`config.mk`:
```
export PLATFORM = sky130hd
export DESIGN_NAME = dsp_mac_sequencer
export DESIGN_NICKNAME = d
export VERILOG_FILES = /design/src/rtl/dsp_mac_sequencer.sv
export SDC_FILE = /design/constraint.sdc
export NUM_CORES = 1
export LEC_CHECK = 0
export ABC_AREA = 1
export ABC_CLOCK_PERIOD_IN_PS = 6600
export BUFFER_PORTS_ARGS = -buffer_cell sky130_fd_sc_hd__buf_2
export CORE_UTILIZATION = 35
export DETAILED_ROUTE_END_ITERATION = 10
export PLACE_DENSITY = 0.69
export RECOVER_POWER = 50
export SLEW_MARGIN = 10
export SYNTH_ARGS = -nofsm -noshare
export SYNTH_HDL_FRONTEND = slang
export SYNTH_SLANG_ARGS = --single-unit
```
`constraint.sdc`:
```
create_clock -name clk -period 6.6 [get_ports clk]
set_input_delay 0.66 -clock clk [delete_from_list [all_inputs] [get_ports clk]]
set_output_delay 0.66 -clock clk [all_outputs]
set_load 0.02 [all_outputs]
```
`src/rtl/dsp_mac_sequencer.sv`:
```
// Purpose : runs an N-element dot product on an external MAC unit, fetching A/B operand pairs and writing the final sum.
// Latency : 3 cycles per element with zero-wait memory, plus one write cycle and one done cycle (done in cycle 3N+2).
// Backpres: every memory request is held (stable address/data) until mem_valid; each wait cycle adds one cycle.
//
// Ports:
//   clk, rst_n                      clock, asynchronous active-low reset
//   start, src_a_base, src_b_base,  job request and job parameters, sampled only in IDLE
//   dst_addr, length, mode_cfg
//   busy, done, ovf_sticky          job status (done is a one-cycle pulse)
//   mem_*                           single-request memory port (read or write, completed by mem_valid)
//   mac_*                           MAC operands/strobe out, combinational result and flags in
//   abort                           only present when DSP_SEQ_ABORT_EN is defined; drops the job back to IDLE
module dsp_mac_sequencer #(
    parameter int DATA_WIDTH = 32,
    parameter int ADDR_WIDTH = 32,
    parameter int LEN_WIDTH  = 8
) (
    input  logic                  clk,
    input  logic                  rst_n,
    input  logic                  start,
    input  logic [ADDR_WIDTH-1:0] src_a_base,
    input  logic [ADDR_WIDTH-1:0] src_b_base,
    input  logic [ADDR_WIDTH-1:0] dst_addr,
    input  logic [LEN_WIDTH-1:0]  length,
    input  logic [1:0]            mode_cfg,
`ifdef DSP_SEQ_ABORT_EN
    input  logic                  abort,
`endif
    output logic                  busy,
    output logic                  done,
    output logic                  ovf_sticky,
    output logic [ADDR_WIDTH-1:0] mem_addr,
    output logic                  mem_read,
    output logic                  mem_write,
    output logic [DATA_WIDTH-1:0] mem_data_out,
    input  logic [DATA_WIDTH-1:0] mem_data_in,
    input  logic                  mem_valid,
    output logic [DATA_WIDTH-1:0] mac_a,
    output logic [DATA_WIDTH-1:0] mac_b,
    output logic [DATA_WIDTH-1:0] mac_c,
    output logic [1:0]            mac_mode,
    output logic                  mac_enable,
    input  logic [DATA_WIDTH-1:0] mac_result,
    input  logic                  mac_overflow,
    input  logic                  mac_underflow
);

    typedef enum logic [2:0] {
        S_IDLE = 3'd0,
        S_RD_A = 3'd1,
        S_RD_B = 3'd2,
        S_MAC  = 3'd3,
        S_WR   = 3'd4,
        S_DONE = 3'd5
    } state_t;

    state_t                state_q, state_d;
    logic [ADDR_WIDTH-1:0] src_a_q, src_a_d;
    logic [ADDR_WIDTH-1:0] src_b_q, src_b_d;
    logic [ADDR_WIDTH-1:0] dst_q, dst_d;
    logic [LEN_WIDTH-1:0]  len_q, len_d;
    logic [1:0]            mode_q, mode_d;
    logic [LEN_WIDTH-1:0]  idx_q, idx_d;
    logic [DATA_WIDTH-1:0] acc_q, acc_d;
    logic [DATA_WIDTH-1:0] op_a_q, op_a_d;
    logic [DATA_WIDTH-1:0] op_b_q, op_b_d;
    logic                  ovf_q, ovf_d;

    // Word offset of the current element; bits shifted past the top are
    // dropped, so base+offset wraps modulo 2^ADDR_WIDTH.
    logic [ADDR_WIDTH-1:0] idx_off;
    assign idx_off = ADDR_WIDTH'(idx_q) << 2;

    assign ovf_sticky = ovf_q;
    assign mac_mode   = mode_q;

    always_comb begin
        state_d      = state_q;
        src_a_d      = src_a_q;
        src_b_d      = src_b_q;
        dst_d        = dst_q;
        len_d        = len_q;
        mode_d       = mode_q;
        idx_d        = idx_q;
        acc_d        = acc_q;
        op_a_d       = op_a_q;
        op_b_d       = op_b_q;
        ovf_d        = ovf_q;
        busy         = (state_q != S_IDLE);
        done         = 1'b0;
        mem_addr     = '0;
        mem_read     = 1'b0;
        mem_write    = 1'b0;
        mem_data_out = '0;
        mac_a        = '0;
        mac_b        = '0;
        mac_c        = '0;
        mac_enable   = 1'b0;

        case (state_q)
            S_IDLE: begin
                if (start) begin
                    src_a_d = src_a_base;
                    src_b_d = src_b_base;
                    dst_d   = dst_addr;
                    len_d   = length;
                    mode_d  = mode_cfg;
                    idx_d   = '0;
                    acc_d   = '0;
                    ovf_d   = 1'b0;
                    // An empty job still writes the (zero) accumulator.
                    state_d = (length == '0) ? S_WR : S_RD_A;
                end
            end
            S_RD_A: begin
                mem_read = 1'b1;
                mem_addr = src_a_q + idx_off;
                if (mem_valid) begin
                    op_a_d  = mem_data_in;
                    state_d = S_RD_B;
                end
            end
            S_RD_B: begin
                mem_read = 1'b1;
                mem_addr = src_b_q + idx_off;
                if (mem_valid) begin
                    op_b_d  = mem_data_in;
                    state_d = S_MAC;
                end
            end
            S_MAC: begin
                mac_enable = 1'b1;
                mac_a      = op_a_q;
                mac_b      = op_b_q;
                mac_c      = acc_q;
                acc_d      = mac_result;
                ovf_d      = ovf_q | mac_overflow | mac_underflow;
                idx_d      = idx_q + LEN_WIDTH'(1);
                // len_q is non-zero here, so len_q-1 cannot underflow.
                state_d    = (idx_q == len_q - LEN_WIDTH'(1)) ? S_WR : S_RD_A;
            end
            S_WR: begin
                mem_write    = 1'b1;
                mem_addr     = dst_q;
                mem_data_out = acc_q;
                if (mem_valid) begin
                    state_d = S_DONE;
                end
            end
            S_DONE: begin
                done    = 1'b1;
                state_d = S_IDLE;
            end
            default: begin
                state_d = S_IDLE;
            end
        endcase

`ifdef DSP_SEQ_ABORT_EN
        // Abort wins over everything: strobes are suppressed in the abort
        // cycle so no write or MAC update can land, and the sticky flag and
        // datapath registers keep their values.
        if (abort && (state_q != S_IDLE)) begin
            state_d      = S_IDLE;
            idx_d        = idx_q;
            acc_d        = acc_q;
            op_a_d       = op_a_q;
            op_b_d       = op_b_q;
            ovf_d        = ovf_q;
            done         = 1'b0;
            mem_addr     = '0;
            mem_read     = 1'b0;
            mem_write    = 1'b0;
            mem_data_out = '0;
            mac_a        = '0;
            mac_b        = '0;
            mac_c        = '0;
            mac_enable   = 1'b0;
        end
`endif
    end

    always_ff @(posedge clk or negedge rst_n) begin
        if (!rst_n) begin
            state_q <= S_IDLE;
            src_a_q <= '0;
            src_b_q <= '0;
            dst_q   <= '0;
            len_q   <= '0;
            mode_q  <= '0;
            idx_q   <= '0;
            acc_q   <= '0;
            op_a_q  <= '0;
            op_b_q  <= '0;
            ovf_q   <= 1'b0;
        end else begin
            state_q <= state_d;
            src_a_q <= src_a_d;
            src_b_q <= src_b_d;
            dst_q   <= dst_d;
            len_q   <= len_d;
            mode_q  <= mode_d;
            idx_q   <= idx_d;
            acc_q   <= acc_d;
            op_a_q  <= op_a_d;
            op_b_q  <= op_b_d;
            ovf_q   <= ovf_d;
        end
    end

endmodule

```
==> results.txt, run 1 <==
outcome: complete, but fails checks
failing checks: capacitance limit, slew limit
M2 GR Usage: 31.6%
Starting Density: 35.5%
clock sinks: 214
RSZ-0062 raised after global routing: no
Boundary Pins: 344
Cells after Synth: 1563
Hold Worst Slack: 328 ps
synthesis-to-layout area growth: 24.9%
NumNets Final: 2060
total congestion overflow: 0
DR pass1 iterations: 5
Max VDD drop: 0.000287 V
Core Rows: 65
slew margin rel.: -143%
post-route cell area: 13900 sq um
number of DRC markers in iteration 0: 710
layout cells sized above 1: 20.9%
post-layout min period: 5000 ps
post-CTS setup buffer count: 0
min-delay worst type: input port to register
Area contributors post-synth: dfrtp_1, nand2_1, inv_1, nor2_1, o21ai_0
CTS buffer count: 26
Max clock buf depth: 3
Post-synth top cells: nand2_1, dfrtp_1, inv_1, nor2_1, o21ai_0
Slew Limit Fails: 526
cell-internal power: 3.65 mW
count leader, synth: nand2_1
Main synth FF type: dfrtp_1
reg-to-reg setup timing slack: 1780 ps
Hold Fails Final Rpt: 0
R2R Path Start: state_q[0]$_DFFE_PN0P_
Switch Pwr: 2.89 mW
cts hold-fix bufs: 0
Worst R2R End: idx_q[7]$_DFFE_PN0P_
Vias/cell: 4.71
global-route wire length before repair: 54100 um
met1 Resource Use GR: 28.3%
DR vias: 10900
share of the yosys chip area belonging to registers: 48.0%
post-synthesis cell area: 11200 sq um
post-route antenna net violation count: 0
core area: 31500 sq um
achievable frequency: 200 MHz
Post-Syn Nets: 1751
Port Buffers: 343
vias in the first global route: 10200
root buf cell: clkbuf_16
cells on worst reg2reg path: 8
post-synth top area share: 48.0%
initial antenna violation count: 15
largest area contributor in the netlist: dfrtp_1
Setup CP Type: register to output pin
die height: 181 um
Post-synth EDFFs: 0
final period utilization: 75.8%
global routing's busiest layer: met2
DRC Markers: 0
Synth Warn #: 0
setup TNS: 0 ps
hold_sp: dst_addr[24]
Combinational Power Share: 44.0%
DP Area: 13100 sq um
die area: 32600 sq um
Reg clk slew, reported paths: 60 ps
clock group share of total power: 21.4%
drt wl/cell: 14.8 um
worst-path maximum fanout: 48
Flop pwr share: 34.6%
crit path DAT: 4340 ps
hold depth: 3
Total GRT Usage: 20.6%
utilization after layout: 44.3%
TritonCTS clock tree: built
post_cts resized: 0
GR Util met3: 6.04%
Sw Share: 44.2%
CP endpoint kind: output pin
max cap viols: 8
dpl hpwl: 24900 um
startpoint types: register
routability cong.: 0.891
largest net degree at the start of global routing: 102
DIE WIDTH: 181 um
distinct cell type count of the synthesized netlist: 40
clk_lat worst skew: 530 ps
drt total wl: 34000 um
Post-Syn Area per Cell: 7.14 sq um
Clock Skews: 22.8 ps
P per Cell Area: 469 nW/um^2
Pleak: 7.75 nW
setup violators final: 0
#FFs+latches synth: 214
WP data required: 5940 ps
FFs w/ async S/R, synth: 100%
Hold Path End: dst_q[24]$_DFFE_PN0P_
H-tree levels: 1
Tightest Pin Transition: 3650 ps
power by group through the flow:
stage / Combinational (mW) / Clock (mW) / Sequential (mW)
final: 2.88 / 1.40 / 2.26
after global routing: 3.27 / 1.49 / 2.33
after CTS: 2.89 / 1.44 / 2.26
after detailed placement: 2.88 / 0 / 2.28
after global placement: 2.81 / 0 / 2.25
after floorplan: 2.06 / 0 / 2.18
stage by stage:
stage | cells | power (mW) | setup WS [ps]
after floorplan | 1563 | 4.24 | 3110
after global placement | 2246 | 5.06 | 2480
after detailed placement | 2246 | 5.16 | 2370
after CTS | 2293 | 6.59 | 1810
after global routing | 2298 | 7.10 | 810
final | 2302 | 6.54 | 1600
layout by cell type, fill, tap and decap left out, types with 6 or more instances in the layout:
cell type	synthesis	routed
a21oi_1	11	11
buf_2	16	307
clkbuf_1	49	41
clkbuf_16	0	27
clkbuf_8	0	9
dfrtp_1	214	214
diode_2	0	9
ha_1	11	11
inv_1	184	185
inv_2	8	7
nand2_1	601	600
nand2_2	15	15
nand3_1	54	54
nand4_1	10	10
nor2_1	184	184
nor2_2	6	6
o21ai_0	136	136
o21ai_1	11	11
xnor2_1	9	9
xor2_1	7	7
flip-flops by register name, indices dropped and copies added (netlist names), 8 cells and up:
signal / flops
len_q: 8
src_a_q: 32
src_b_q: 32
acc_q: 32
dst_q: 32
op_b_q: 32
idx_q: 8
op_a_q: 32
cells by family (layout without fill, tap and decap cells):
kind of cell	count (synthesis)	in the layout	synth area share [%]
AO/OA/AOI/OAI	168	168	7.79
XOR/XNOR	17	17	1.46
adder cells (fa/ha/maj)	12	12	1.41
buffers and inverters	265	593	9.47
flip-flops	214	214	48.0
multiplexers	2	2	0.191
other	0	9	0
AND/OR/NAND/NOR	885	885	31.7
routing by layer:
metal / share of wire [%] / up-vias
li1: - / 5386
met1: 44 / 5055
met2: 45 / 336
met3: 8.5 / 63
met4: 2.3 / 12
met5: 0.22 / -
critical path: stages (launching register included):
cell     delay, ps
dfrtp_1        460
inv_1          390
nand3_2        850
nand2_1        280
nand2_1         90
ha_1           390
nand2_1        110
o21a_1         200
nand2_1        150
inv_1           80
nor2_1         270
nand3_1        120
nand2_1         70
nand3_1         80
nand2_1         90
buf_2          160
worst max-delay path by stage:
stage | startpoint | to | slack [ps] | depth (start not counted)
6_report | state_q[0]$_DFFE_PN0P_ | mem_addr[28] | 1600 | 15
5_1_grt | rst_n | src_b_q[14]$_DFFE_PN0P_ | 810 | 2
4_1_cts | state_q[0]$_DFFE_PN0P_ | mem_addr[18] | 1810 | 15
3_5_place_dp | state_q[0]$_DFFE_PN0P_ | mem_addr[18] | 2370 | 15
3_3_place_gp | state_q[0]$_DFFE_PN0P_ | mem_addr[18] | 2480 | 15
2_1_floorplan | state_q[2]$_DFFE_PN0P_ | mem_addr[14] | 3110 | 16
final cells by class:
cell class	count	area [sq um]
clock buffers	40	815
clock inverters	7	42.5
multi-input cells	1084	4750
diodes	9	22.5
inverters	195	732
fillers	3249	17500
well taps	402	503
repair buffers	351	1720
flip-flops and latches	214	5360
(Power assumes the default switching activity.)
==> run 2: changes to the inputs <==
ABC_CLOCK_PERIOD_IN_PS = 4800   (was 6600)
clock period = 4.8 ns   (was 6.6 ns; I/O delays follow)
==> run 2 against run 1 <==
Against the previous run:
- the flow still finishes with violations (capacitance limit, slew limit)
- wire length down 0.29%
- register-to-register slack lost 1100 ps
- largest power group unchanged
- count of clock-buffer cells in the layout is 3 lower
- sequential power increased by 38%
- critical path depth fell by 6
- hold slack worse by 180 ps
- critical endpoint is now mem_addr[12]
==> results.txt, run 2 (synthesis results as in run 1) <==
outcome: complete, but fails checks
failing checks: capacitance limit, slew limit
cells on worst reg2reg path: 7
Starting Density: 35.5%
cell-internal power: 5.02 mW
setup ws final: 680 ps
routability cong.: 0.906
post-layout min period: 4120 ps
drt total wl: 33900 um
DR vias: 10800
max cap viols: 5
DR pass1 iterations: 7
DRC Markers: 0
worst-path maximum fanout: 40
crit path DAT: 3640 ps
post-CTS setup buffer count: 0
reg-to-reg setup timing slack: 700 ps
root buf cell: clkbuf_16
Port Buffers: 343
drt wl/cell: 14.7 um
min-delay worst type: input port to register
initial antenna violation count: 18
post-route antenna net violation count: 0
H-tree levels: 1
synthesis-to-layout area growth: 25.0%
number of DRC markers in iteration 0: 873
Setup CP Type: register to output pin
Total GRT Usage: 20.4%
Slew Limit Fails: 325
Max VDD drop: 0.000356 V
R2R Path Start: state_q[0]$_DFFE_PN0P_
Flop pwr share: 34.7%
Hold Fails Final Rpt: 0
most common cell after layout, fill and taps aside: nand2_1
Switch Pwr: 3.98 mW
Fillers: 3197
Combinational Power Share: 43.9%
commonest non-fill, non-tap cells in the layout: nand2_1, buf_2, dfrtp_1
Sw Share: 44.2%
achievable frequency: 243 MHz
Tightest Pin Transition: 2440 ps
largest net degree at the start of global routing: 94
setup TNS: 0 ps
post-route cell area: 13900 sq um
global-route wire length before repair: 53500 um
TritonCTS clock tree: built
post_cts resized: 0
vias in the first global route: 10100
setup slack at placement: 1320 ps
Reg clk slew, reported paths: 60 ps
clk_lat worst skew: 520 ps
Reg area: 5360 sq um
slew margin rel.: -63.1%
CTS buffer count: 25
core area: 31500 sq um
Pleak: 7.74 nW
setup violators final: 0
Boundary Pins: 344
NumNets Final: 2061
hold depth: 3
Clock Skews: 21.5 ps
startpoint types: register
Vias/cell: 4.70
Worst Setup SP: state_q[0]$_DFFE_PN0P_
hold_sp: dst_addr[31]
cts hold-fix bufs: 1
dpl hpwl: 24800 um
final period utilization: 85.8%
DP Area: 13200 sq um
Multi-input gate area: 4750 sq um
P per Cell Area: 646 nW/um^2
Core Rows: 65
DIE WIDTH: 181 um
die height: 181 um
RSZ-0062 raised after global routing: no
total congestion overflow: 0
clock sinks: 214
clock group share of total power: 21.5%
CP endpoint kind: output pin
WP data required: 4320 ps
Max clock buf depth: 3
layout cells sized above 1: 20.9%
die area: 32600 sq um
-- run 2: per-layer routing --
layer	wire, um	part of all wire, %	global-route usage, %
met3	2880	8.5	6.24
met2	14900	44	31.3
met4	719	2.1	5.44
met1	15300	45	27.9
met5	62	0.18	0
-- run 2: per-stage QoR --
step / cells / hold slack [ps] / total power [mW] / util (%)
after floorplan: 1563 / 184 / 5.83 / -
after global placement: 2247 / 451 / 6.97 / 41.8
after detailed placement: 2247 / 459 / 7.08 / 41.8
after CTS: 2293 / 133 / 9.07 / 44.5
after global routing: 2297 / 150 / 9.74 / 44.3
final: 2304 / 148 / 9.01 / 44.3
-- run 2: area by class of cell --
type / count / area share [%]
multi-input cells: 1084 / 34.1
flip-flops and latches: 214 / 38.4
clock inverters: 8 / 0.691
inverters: 195 / 5.25
clock buffers: 37 / 5.31
diodes: 11 / 0.197
repair buffers: 353 / 12.5
well taps: 402 / 3.61
-- run 2: power by group through the flow --
stage / clock network [mW] / registers [mW] / logic (mW)
detailed placement: 0 / 3.13 / 3.94
global placement: 0 / 3.11 / 3.86
finish: 1.93 / 3.12 / 3.95
CTS: 1.99 / 3.11 / 3.96
floorplan: 0 / 3.00 / 2.83
global route: 2.06 / 3.22 / 4.46
-- run 2: final timing paths --
kind | to
max in group asynchronous | acc_q[26]$_DFFE_PN0P_
setup reg to reg | idx_q[1]$_DFFE_PN0P_
min in group asynchronous | dst_q[28]$_DFFE_PN0P_
setup / recovery | mem_addr[12]
hold reg to reg | dst_q[31]$_DFFE_PN0P_
hold / removal | dst_q[31]$_DFFE_PN0P_
-- run 2: critical path: stages, from the launching register on --
cell	delay, ps
dfrtp_1	450
inv_1	400
nand3_2	270
buf_4	350
nand2_1	650
inv_1	420
a21oi_1	210
o21ai_0	110
nand2_1	90
buf_2	160
==> run 3: changes to the inputs <==
CORE_ASPECT_RATIO = 0.6   (was unset)
REMOVE_ABC_BUFFERS = 1   (was unset)
==> run 3 against run 2 <==
Against the previous run:
- largest cell class unchanged
- the flow still finishes with violations (capacitance limit, slew limit)
- first-iteration DRC count fell by 8.1%
- critical path depth is 8 higher
- clock power barely moved
- sequential share of layout area fell by 0.23 points
- largest power group unchanged
- die area about the same
- non-clock buffer count is 1 higher
- cell count is 0.48% higher
- maximum frequency shrank 1.8%
- register-to-register slack better by 240 ps
- highest routed layer unchanged
==> results.txt, run 3 (synthesis results as in run 1) <==
outcome: complete, but fails checks
failing checks: capacitance limit, slew limit
CP endpoint: mem_addr[28]
setup ws final: 604 ps
Boundary Pins: 344
Max clock buf depth: 3
Port Buffers: 343
DR WL met3: 2730 um
worst-path maximum fanout: 18
P per Cell Area: 644 nW/um^2
largest net degree at the start of global routing: 122
core area: 31300 sq um
Sw Share: 44.3%
RSZ-0062 raised after global routing: no
total congestion overflow: 0
setup violators final: 0
uppermost layer routed: met5
die area: 32600 sq um
cells on worst reg2reg path: 5
Core Rows: 50
CTS buffer count: 24
critical path depth: 17
Max VDD drop: 0.000376 V
clock group share of total power: 21.5%
Clock Skews: 18.0 ps
final period utilization: 87.4%
most common cell after layout, fill and taps aside: nand2_1
slew margin rel.: -94.8%
initial antenna violation count: 9
Starting Density: 35.7%
Tightest Pin Transition: 2920 ps
Hold Worst Slack: 139 ps
clk_lat worst skew: 540 ps
post-layout min period: 4200 ps
Flop pwr share: 34.5%
Crit path top cell by count: nand2_1
Pleak: 7.89 nW
cell-internal power: 5.03 mW
min-delay worst type: input port to register
crit path cell chain: inv_2 > nor3_4 > nand2_1 > nand2_1 > ha_1 > fa_1 > nand3_1 > nand2_1 > nand2_1 > nand2_1 > inv_1 > nor2_1 > nand3_1 > nand2_1 > nand3_1 > nand2_1 > buf_2
WP data required: 4320 ps
die height: 140 um
achievable frequency: 238 MHz
DR vias: 10800
Vias/cell: 4.65
H-tree levels: 1
Reg clk slew, reported paths: 60 ps
Hold Fails Final Rpt: 0
DRC Markers: 0
Worst Setup SP: state_q[1]$_DFFE_PN0P_
Total GRT Usage: 20.8%
dpl hpwl: 24700 um
TritonCTS clock tree: built
global-route wire length before repair: 54000 um
routability cong.: 0.919
setup slack at placement: 1190 ps
CP max stage cell: nor3_4
root buf cell: clkbuf_16
NumNets Final: 2061
number of DRC markers in iteration 0: 802
DIE WIDTH: 233 um
drt total wl: 34400 um
post_cts resized: 0
startpoint types: register
Setup CP Type: register to output pin
Slew Limit Fails: 219
layout cells sized above 1: 23.0%
max cap viols: 3
M1 WL: 16400 um
Crit path max-delay family: simple AND/OR/NAND/NOR gates
commonest non-fill, non-tap cells in the layout: nand2_1, buf_2, dfrtp_1
CP endpoint kind: output pin
vias in the first global route: 10100
WP buf/inv: 3
clock sinks: 214
Combinational Power Share: 44.0%
drt wl/cell: 14.9 um
DR pass1 iterations: 5
wire length on met2: 14400 um
R2R Path Start: state_q[0]$_DFFE_PN0P_
Final Power: 9.03 mW
post-route antenna net violation count: 0
setup TNS: 0 ps
reg-to-reg setup timing slack: 940 ps
Switch Pwr: 4.00 mW
crit path DAT: 3720 ps
crit-path max cell delay: 630 ps
synthesis-to-layout area growth: 25.7%
Worst R2R End: src_b_q[22]$_DFFE_PN0P_
-- run 3: cell count changes in the layout (fill, tap and decap cells not counted), moves of 2 or more --
cell / previous run / this run
diode_2: 11 / 8
clkinvlp_4: 1 / 3
buf_2: 308 / 338
clkbuf_1: 41 / 7
-- run 3: power groups by stage --
stage / logic, mW / registers, mW / clock network (mW)
floorplan: 2.74 / 3.00 / 0
global placement: 3.89 / 3.10 / 0
CTS: 4.00 / 3.11 / 2.00
detailed placement: 3.98 / 3.12 / 0
global route: 4.52 / 3.20 / 2.08
finish: 3.97 / 3.11 / 1.95
-- run 3: worst min-delay path, delay by kind of cell --
kind / cells / cell delay [ps]
simple gates: 2 / 90
buf+inv: 1 / 70
-- run 3: metrics by stage --
| stage | area, sq um | instances | util [%] |
|---|---|---|---|
| after floorplan | 10800 | 1493 | - |
| after global placement | 13200 | 2262 | 42.2 |
| after detailed placement | 13200 | 2262 | 42.2 |
| after CTS | 14000 | 2307 | 44.9 |
| after global routing | 14000 | 2311 | 44.8 |
| final | 14000 | 2315 | 44.9 |
-- run 3: what timing repair did --
action                                 CTS  global route
hold buffers                             1             0
endpoints found under the hold margin   24             0
setup buffers                            0             0
-- run 3: per-layer routing --
layer / vias to the layer above / GRT usage (%)
li1: 5386 / -
met1: 4987 / 30.5
met2: 320 / 29.9
met3: 61 / 5.72
met4: 6 / 5.57
met5: - / 0
-- run 3: worst min-delay path by stage --
stage                                       start                       to  slack (ps)  depth (start not counted)
after floorplan                             rst_n     acc_q[0]$_DFFE_PN0P_         180                          0
after global placement       dst_q[6]$_DFFE_PN0P_     dst_q[6]$_DFFE_PN0P_         450                          2
after detailed placement  src_a_q[23]$_DFFE_PN0P_  src_a_q[23]$_DFFE_PN0P_         460                          2
after CTS                            dst_addr[23]    dst_q[23]$_DFFE_PN0P_         120                          3
after global routing                 dst_addr[18]    dst_q[18]$_DFFE_PN0P_         120                          3
final                                dst_addr[23]    dst_q[23]$_DFFE_PN0P_         140                          3
-- run 3: area by class of cell --
type | count | area [sq um]
Antenna cell | 8 | 20.0
Clock buffer | 33 | 726
Clock inverter | 11 | 116
Fill cell | 3249 | 17200
Inverter | 195 | 732
Multi-Input combinational cell | 1084 | 4760
Sequential cell | 214 | 5360
Tap cell | 416 | 520
Timing Repair Buffer | 354 | 1800
